### config.mk
export PLATFORM = sky130hd
export DESIGN_NAME = fpu_result_scoreboard
export DESIGN_NICKNAME = d
export VERILOG_FILES = /design/src/rtl/fpu_result_scoreboard.sv
export SDC_FILE = /design/constraint.sdc
export NUM_CORES = 1
export LEC_CHECK = 0
export BUFFER_PORTS_ARGS = -buffer_cell sky130_fd_sc_hd__buf_2
export CORE_ASPECT_RATIO = 0.7
export CORE_UTILIZATION = 54
export CTS_BUF_LIST = sky130_fd_sc_hd__clkbuf_4
export DETAILED_ROUTE_END_ITERATION = 10
export PLACE_DENSITY = 0.78
export REMOVE_ABC_BUFFERS = 1
export SLEW_MARGIN = 10
export SYNTH_ARGS = -nofsm -noshare
export SYNTH_HDL_FRONTEND = slang
export SYNTH_SLANG_ARGS = --single-unit
### constraint.sdc
create_clock -name clk_i -period 3.4 [get_ports clk_i]
set_input_delay 0.51 -clock clk_i [delete_from_list [all_inputs] [get_ports clk_i]]
set_output_delay 0.51 -clock clk_i [all_outputs]
set_load 0.01 [all_outputs]
### src/rtl/fpu_result_scoreboard.sv
// fpu_result_scoreboard
// Sits on the FPnew result handshake and checks every result against an
// in-order queue of expected values supplied by the stimulus side.
// It can throttle the FPU output with periodic backpressure, and it reports
// mismatches, orphan results and saturating pass/error counters.
// Optional feature: define FPU_SB_NAN_TOLERANT_EN to accept any pair of
// single-precision NaNs as a match. This only applies when WIDTH == 32.
module fpu_result_scoreboard #(
  parameter int WIDTH        = 32,
  parameter int DEPTH        = 8,
  parameter int STALL_PERIOD = 0
) (
  input  logic                       clk_i,
  input  logic                       rst_i,
  input  logic                       exp_valid_i,
  output logic                       exp_ready_o,
  input  logic [WIDTH-1:0]           exp_result_i,
  input  logic                       res_valid_i,
  output logic                       res_ready_o,
  input  logic [WIDTH-1:0]           res_result_i,
  output logic                       mismatch_o,
  output logic [WIDTH-1:0]           mismatch_exp_o,
  output logic [WIDTH-1:0]           mismatch_act_o,
  output logic [31:0]                pass_cnt_o,
  output logic [31:0]                err_cnt_o,
  output logic                       orphan_o,
  output logic [$clog2(DEPTH):0]     pending_o,
  output logic                       idle_o
);

  localparam int PW  = $clog2(DEPTH);
  localparam int CW  = PW + 1;
  localparam int SCW = (STALL_PERIOD > 1) ? $clog2(STALL_PERIOD) : 1;
  localparam logic [SCW-1:0] STALL_LAST = SCW'((STALL_PERIOD > 0) ? STALL_PERIOD - 1 : 0);
  localparam logic [CW-1:0]  DEPTH_C    = CW'(DEPTH);

  logic [WIDTH-1:0] mem_q [DEPTH];
  logic [PW-1:0]    wr_ptr_q, wr_ptr_d;
  logic [PW-1:0]    rd_ptr_q, rd_ptr_d;
  logic [CW-1:0]    count_q, count_d;
  logic [SCW-1:0]   stall_q, stall_d;
  logic [31:0]      pass_cnt_q, pass_cnt_d;
  logic [31:0]      err_cnt_q, err_cnt_d;
  logic             orphan_q, orphan_d;
  logic             mismatch_q, mismatch_d;
  logic [WIDTH-1:0] mm_exp_q, mm_exp_d;
  logic [WIDTH-1:0] mm_act_q, mm_act_d;

  logic             full;
  logic             empty;
  logic             push;
  logic             pop;
  logic             pop_hit;
  logic             orphan_hit;
  logic [WIDTH-1:0] head;
  logic             nan_both;
  logic             is_match;

  assign full        = (count_q == DEPTH_C);
  assign empty       = (count_q == '0);
  assign exp_ready_o = !full;
  assign res_ready_o = !((STALL_PERIOD != 0) && (stall_q == STALL_LAST));
  assign push        = exp_valid_i && exp_ready_o;
  assign pop         = res_valid_i && res_ready_o;
  assign pop_hit     = pop && !empty;
  assign orphan_hit  = pop && empty;
  assign head        = mem_q[rd_ptr_q];

`ifdef FPU_SB_NAN_TOLERANT_EN
  if (WIDTH == 32) begin : g_nan_tolerant
    assign nan_both = (head[30:23] == 8'hFF) && (head[22:0] != 23'd0) &&
                      (res_result_i[30:23] == 8'hFF) && (res_result_i[22:0] != 23'd0);
  end else begin : g_nan_strict
    assign nan_both = 1'b0;
  end
`else
  assign nan_both = 1'b0;
`endif

  assign is_match = nan_both || (head == res_result_i);

  assign mismatch_o     = mismatch_q;
  assign mismatch_exp_o = mm_exp_q;
  assign mismatch_act_o = mm_act_q;
  assign pass_cnt_o     = pass_cnt_q;
  assign err_cnt_o      = err_cnt_q;
  assign orphan_o       = orphan_q;
  assign pending_o      = count_q;
  assign idle_o         = empty;

  // Next-state logic: FIFO bookkeeping, stall phase, and compare outcome of this cycle's pop
  always_comb begin
    wr_ptr_d   = wr_ptr_q;
    rd_ptr_d   = rd_ptr_q;
    count_d    = count_q + CW'(push) - CW'(pop_hit);
    stall_d    = stall_q;
    pass_cnt_d = pass_cnt_q;
    err_cnt_d  = err_cnt_q;
    orphan_d   = orphan_q;
    mismatch_d = 1'b0;
    mm_exp_d   = mm_exp_q;
    mm_act_d   = mm_act_q;

    if (push) begin
      wr_ptr_d = wr_ptr_q + PW'(1);
    end

    if (STALL_PERIOD != 0) begin
      stall_d = (stall_q == STALL_LAST) ? '0 : stall_q + SCW'(1);
    end

    if (pop_hit) begin
      rd_ptr_d = rd_ptr_q + PW'(1);
      if (is_match) begin
        pass_cnt_d = (pass_cnt_q == 32'hFFFF_FFFF) ? pass_cnt_q : pass_cnt_q + 32'd1;
      end else begin
        mismatch_d = 1'b1;
        err_cnt_d  = (err_cnt_q == 32'hFFFF_FFFF) ? err_cnt_q : err_cnt_q + 32'd1;
        mm_exp_d   = head;
        mm_act_d   = res_result_i;
      end
    end

    if (orphan_hit) begin
      orphan_d  = 1'b1;
      err_cnt_d = (err_cnt_q == 32'hFFFF_FFFF) ? err_cnt_q : err_cnt_q + 32'd1;
    end
  end

  // Control and status registers, cleared by synchronous reset
  always_ff @(posedge clk_i) begin
    if (rst_i) begin
      wr_ptr_q   <= '0;
      rd_ptr_q   <= '0;
      count_q    <= '0;
      stall_q    <= '0;
      pass_cnt_q <= '0;
      err_cnt_q  <= '0;
      orphan_q   <= 1'b0;
      mismatch_q <= 1'b0;
      mm_exp_q   <= '0;
      mm_act_q   <= '0;
    end else begin
      wr_ptr_q   <= wr_ptr_d;
      rd_ptr_q   <= rd_ptr_d;
      count_q    <= count_d;
      stall_q    <= stall_d;
      pass_cnt_q <= pass_cnt_d;
      err_cnt_q  <= err_cnt_d;
      orphan_q   <= orphan_d;
      mismatch_q <= mismatch_d;
      mm_exp_q   <= mm_exp_d;
      mm_act_q   <= mm_act_d;
    end
  end

  // Expected-result storage; emptiness is tracked by count_q, so no reset is needed here
  always_ff @(posedge clk_i) begin
    if (push) begin
      mem_q[wr_ptr_q] <= exp_result_i;
    end
  end

endmodule

# Word-level counts from Yosys, hierarchy flattened
# Memory sizes are Yosys's and may differ from the RTL's. A register that Yosys moved wholly into a read port is not among the register bits.
# Index checks and enable logic that the tools add are counted.
dict set report word_totals {
  ff_bits 140
  mem_bits_rw 256
  word_cells 44
  n_memories 1
}
# memory depth width read_ports rd_clocked_by_memory_dff write_ports line_no
set mem_list {}
lappend mem_list {mem_q 8 32 1 1 1 37} ;# logic [WIDTH-1:0] mem_q [DEPTH];
dict set report classes {
  addsub 6
  eq_ne 5
  mux 9
  bitwise 3
  reduce_logical 11
}
# cell n
set op_table {}
lappend op_table {{$mux 32} 4}
lappend op_table {{$add 32x1->32 const B} 2}
lappend op_table {{$eq 32x32->1 const B} 2}
lappend op_table {{$eq 32x32->1} 1}
lappend op_table {{$add 3x1->3 const B} 2}
lappend op_table {{$mux 3} 2}
lappend op_table {{$add 4x1->4} 1}
lappend op_table {{$eq 4x4->1 const B} 1}
lappend op_table {{$logic_not 4->1} 1}
lappend op_table {{$reduce_and 2->1} 2}
lappend op_table {{$sub 4x1->4} 1}
lappend op_table {{$logic_and 1x1->1} 3}
lappend op_table {{$mux 1} 3}
lappend op_table {{$not 1->1} 3}
lappend op_table {{$reduce_and 3->1} 1}
lappend op_table {{$logic_not 1->1} 2}
lappend op_table {{$ne 2x2->1 const B} 1}
lappend op_table {{$reduce_bool 2->1} 1}
lappend op_table {{$reduce_or 2->1} 1}

# Depth between registers and ports, before layout
dict set report logic_depth {
  ltp_word 5
  depth_mapped 14
  depth_no_buf 12
}

# Worst setup path after synthesis
# Ideal clock, no wire load.
dict set report synth_path {
  kind {flip-flop to flip-flop}
  startpoint {register count_q[2] (netlist: pending_o[2])}
  endpoint {memory mem_q[0][0] (enable)}
  setup_ps 461
  arrival_time_ps 3448
  slack_ps -509
  stages_incl_launch_ff 7
  period_less_slack_ps 3909
  cell_sequence {dfxtp_1 inv_1 ha_1 nand2_1 nand2_1 or2_2 nor3_1}
}
dict set report synth_via {
  elab_chain_len 5
}
# item line_no
set synth_lines {}
lappend synth_lines {{start: declaration} 40} ;# logic [CW-1:0] count_q, count_d;
lappend synth_lines {{start signal: assignment} 146} ;# count_q <= count_d;
lappend synth_lines {{$eq 4x4->1} 59} ;# assign full = (count_q == DEPTH_C);
lappend synth_lines {{$logic_not 1->1} 61} ;# assign exp_ready_o = !full;
lappend synth_lines {{net exp_ready_o} 16} ;# output logic exp_ready_o,
lappend synth_lines {{$logic_and 1x1->1} 63} ;# assign push = exp_valid_i && exp_ready_o;
lappend synth_lines {{$mux 1} 159} ;# if (push) begin
lappend synth_lines {{$mux 1 (implied by the code)} 160} ;# mem_q[wr_ptr_q] <= exp_result_i;
lappend synth_lines {{end: declaration} 37}
# The timed path passes the listed nets, and every way through them passes these cells.

==> metrics.md <==
| Metric | Value |
|---|---|
| Slew Viols, Final | `0` |
| CTS H-tree lvls | `3` |
| Maximum vdd drop | `0.382 mV` |
| Nets@finish | `~1700` |
| GR Util met1 | `0.371` |
| DRC Markers | `0` |
| Pin count of the biggest net entering global routing | `66` |
| Ys Warns | `0` |
| Total core area | `29400 um2` |
| Post-layout util | `0.724` |
| DIE WIDTH | `roughly 210 um` |
| Setup WS post-layout | `-0.350 ns` |
| Num CTS Buffers | `91` |
| Worst-path cell chain | `clkbuf_16 -> and2_4 -> buf_6 -> a22o_4 -> o21a_1 -> or4b_1 -> or4_4 -> nor4_4 -> buf_4 -> buf_6 -> nor2_4 -> buf_12 -> buf_16 -> mux2i_1 -> nor2_1` |
| Via count | `11800` |
| Post-synth EDFFs | `256` |
| Reg2reg end | `mismatch_act_o[11]` |
| Die area | `roughly 31000 um2` |
| Synth Register Bits | `399` |
| First-pass GRT wire length | `around 64000 um` |
| Kind of critical path | `register to register` |
| Layer with the highest usage | `met2` |
| Crit path max fanout | `5` |
| Tot GR Track Use | `0.269` |
| Top-area cell type share of the netlist area | `0.469` |
| CP Capture Type | `register` |
| Sink of the worst hold path | `mismatch_act_o[3]` |
| Routed len/inst | `between 20 and 25 um` |
| GRT met2 Usage | `0.425` |
| I/O pin cnt | `205` |
| RSZ-0062 raised after global routing | `true` |
| Most used DFF post-synth | `edfxtp_1` |
| Total gr overflow | `0` |
| DR vias/cell | `approximately 5.6` |
| Num Clock Sinks | `399` |
| Antenna-violating nets left | `0` |
| Violated checks | `setup timing` |
| Post-synthesis cell count | `between 1000 and 1500` |
| Area contributors post-synth | `edfxtp_1 47%, dfxtp_1 17%, mux2i_1 6.4%, mux4_2 4.0%, mux2_2 3.6%` |
| Root buf cell | `clkbuf_4` |
| Sequential-to-total area share from yosys stat | `0.643` |
| CTS clk-pin slew, worst paths | `around 0.070 ns` |
| Worst-Skew Late Latency | `0.74 ns` |
| Cell variety after synth | `54` |
| CP arrival | `roughly 4.4 ns` |
| Worst min path class | `input pin to register` |
| Pwr Density | `roughly 640 nW/um2` |
| WP data required | `4.01 ns` |
| 1st-iter DRT viols | `940` |
| R2r setup slk | `-0.35 ns` |
| Synth async-reset ratio | `0` |
| Most frequent cell on the critical path | `buf_6` |
| Slowest cell delay on critical path | `about 0.53 ns` |
| Final worst path period need | `approximately 3.8 ns` |
| CTS tree | `built` |
| Static leakage power | `about 8.3 nW` |
| Drt total wl | `roughly 42000 um` |
| Period utilisation layout | `1.10` |
| Final Skew | `between 0.04 and 0.05 ns` |
| Initial Util | `0.558` |
| Layout fillers | `1975` |
| Cell taking the most area after synthesis | `edfxtp_1` |
| Min-delay src | `res_result_i[3]` |
| Met3 Use GR | `0.0531` |
| Syn-to-layout area delta | `29.7%` |
| Final hold vios | `0` |
| Max Fclk | `about 0.27 GHz` |
| Port Buf Inserts | `about 200` |
| Maxcap violations | `0` |
| Share of layout cells above drive strength 1 | `0.402` |
| Initial antenna violation count | `4` |
| Slowest CP cell | `or4b_1` |
| Cell row count | `52` |
| Clk buf depth | `3` |
| Mean Syn Cell Area | `13.5 um2` |
| Tightest Pin Transition | `between 0.6 and 0.7 ns` |
| Detailed Routing Iterations Pass 1 | `6` |
| Vias in the first global route | `11800` |
| Slew margin rel. | `0.571` |
| Hold slack final | `~0.061 ns` |
| Mapped Area | `16400 um2` |
| Detail Placement HPWL | `about 26000 um` |
| GPL Wtd Cong | `roughly 0.86` |
| R2r worst-path depth | `15` |
| Status | `complete, but fails checks` |
| Hold Crit Depth | `3` |
| Startpoint types | `register` |
| Die Ht | `148 um` |
| Setup Viol. Count Final | `between 100 and 150` |
==> report_power, final <==
part           internal [mW]  leakage (nW)  switching [mW]
Sequential              5.58          3.49           0.211
Combinational           1.99          4.05            1.99
Clock                   2.07         0.723            1.86
Total                   9.64          8.27            4.06
==> state kept, by name, summed over array words and instances, names as in the netlist, named ones only <==
register	flops
mismatch_act_o	32
mismatch_o	1
wr_ptr_q	3
mem_q	256
pass_cnt_o	32
pending_o	4
rd_ptr_q	3
err_cnt_o	32
orphan_o	1
mismatch_exp_o	32
==> stage by stage <==
stage          setup WS, ns  std cells  TNS (ns)  power, mW  cell area (um2)
2_1_floorplan         -4.51       1149   -451.46       7.75            16100
3_3_place_gp         -0.383       1879    -33.18       9.17            18900
3_5_place_dp         -0.463       1879    -42.61       9.27            18900
4_1_cts              -0.284       2095    -23.32       13.5            20900
5_1_grt              -0.467       2106    -43.05       14.4            21300
6_report             -0.350       2109    -27.85       13.7            21300
==> worst max path at each step <==
stage,startpoint,end,slack [ns],cells past startpoint
global placement,register,pass_cnt_o[20],-0.38,12
finish,register,mismatch_act_o[11],-0.35,15
CTS,register,mismatch_act_o[13],-0.28,15
floorplan,register,mismatch_exp_o[0],-4.51,8
detailed placement,register,err_cnt_o[17],-0.46,14
global route,register,mismatch_act_o[11],-0.47,16
==> final cells by class <==
type	count	area [um2]	area share
sequential	399	10600	0.496
multi-input combinational	734	6020	0.283
timing repair buffer	384	2900	0.136
clock buffer	144	1080	0.0508
tap	405	507	0.0238
clock inverter	22	139	0.00653
inverter	16	60.1	0.00282
antenna	5	12.5	0.000588
==> synth_stat cells (all sizes together), types with 19 or more instances <==
| master | instances |
|---|---|
| a21oi | 28 |
| a22o | 19 |
| buf | 30 |
| clkbuf | 32 |
| dfxtp | 143 |
| edfxtp | 256 |
| mux2 | 55 |
| mux2i | 106 |
| mux4 | 29 |
| nand2 | 33 |
| nand3 | 27 |
| nand4 | 33 |
| nor2 | 156 |
| nor2b | 32 |
| o21ai | 20 |
| xor2 | 21 |
==> worst max-delay path, delay by kind of cell, from the launching register on <==
kind	cells	cell delay (ns)
simple gates	6	1.74
mux	1	0.20
compound gates	2	0.42
flops	1	0.36
buf+inv	6	0.90
==> logic make-up after synthesis <==
group / Yosys count / synth area share
flops: 399 / 0.643
simple gates: 373 / 0.114
mux: 190 / 0.143
compound gates: 126 / 0.0519
buf+inv: 78 / 0.0217
xor+xnor: 33 / 0.0176
fa+ha+maj: 11 / 0.00885
other cells: 1 / 0.000229
==> repair_timing <==
item                                    CTS  global route
cloned                                    3             4
resized for setup                        60            68
setup buffers                            16             6
endpoints found under the hold margin   104             0
hold buffers                             31             0
endpoints found under the setup margin  128           129
pin swaps                                16            15
==> per-layer routing <==
layer	vias to the layer above	wire length, um
met5	-	0
met4	0	989
met3	77	2910
met2	443	20200
met1	5841	18100
li1	5441	-
==> placed cells by master (no fill, tap or decap), drive strengths merged, types with 3 or more instances in the layout <==
master,n
a22o,19
a211oi,15
buf,348
nor3,18
nor2b,32
nor4,7
o31ai,10
dfxtp,143
nand3,27
dlygate4sd3,31
nand4,33
diode,5
o21ai,20
clkbuf,148
or3,13
nand2b,8
a21oi,28
o22ai,15
xnor2,12
ha,10
clkinv,18
a31o,6
mux2i,106
or4,12
mux4,29
and2,3
nand2,33
o21a,3
and3,17
a21bo,3
mux2,55
edfxtp,256
xor2,21
nand3b,3
nor2,156
inv,17
Power figures use the tool's default switching activity.
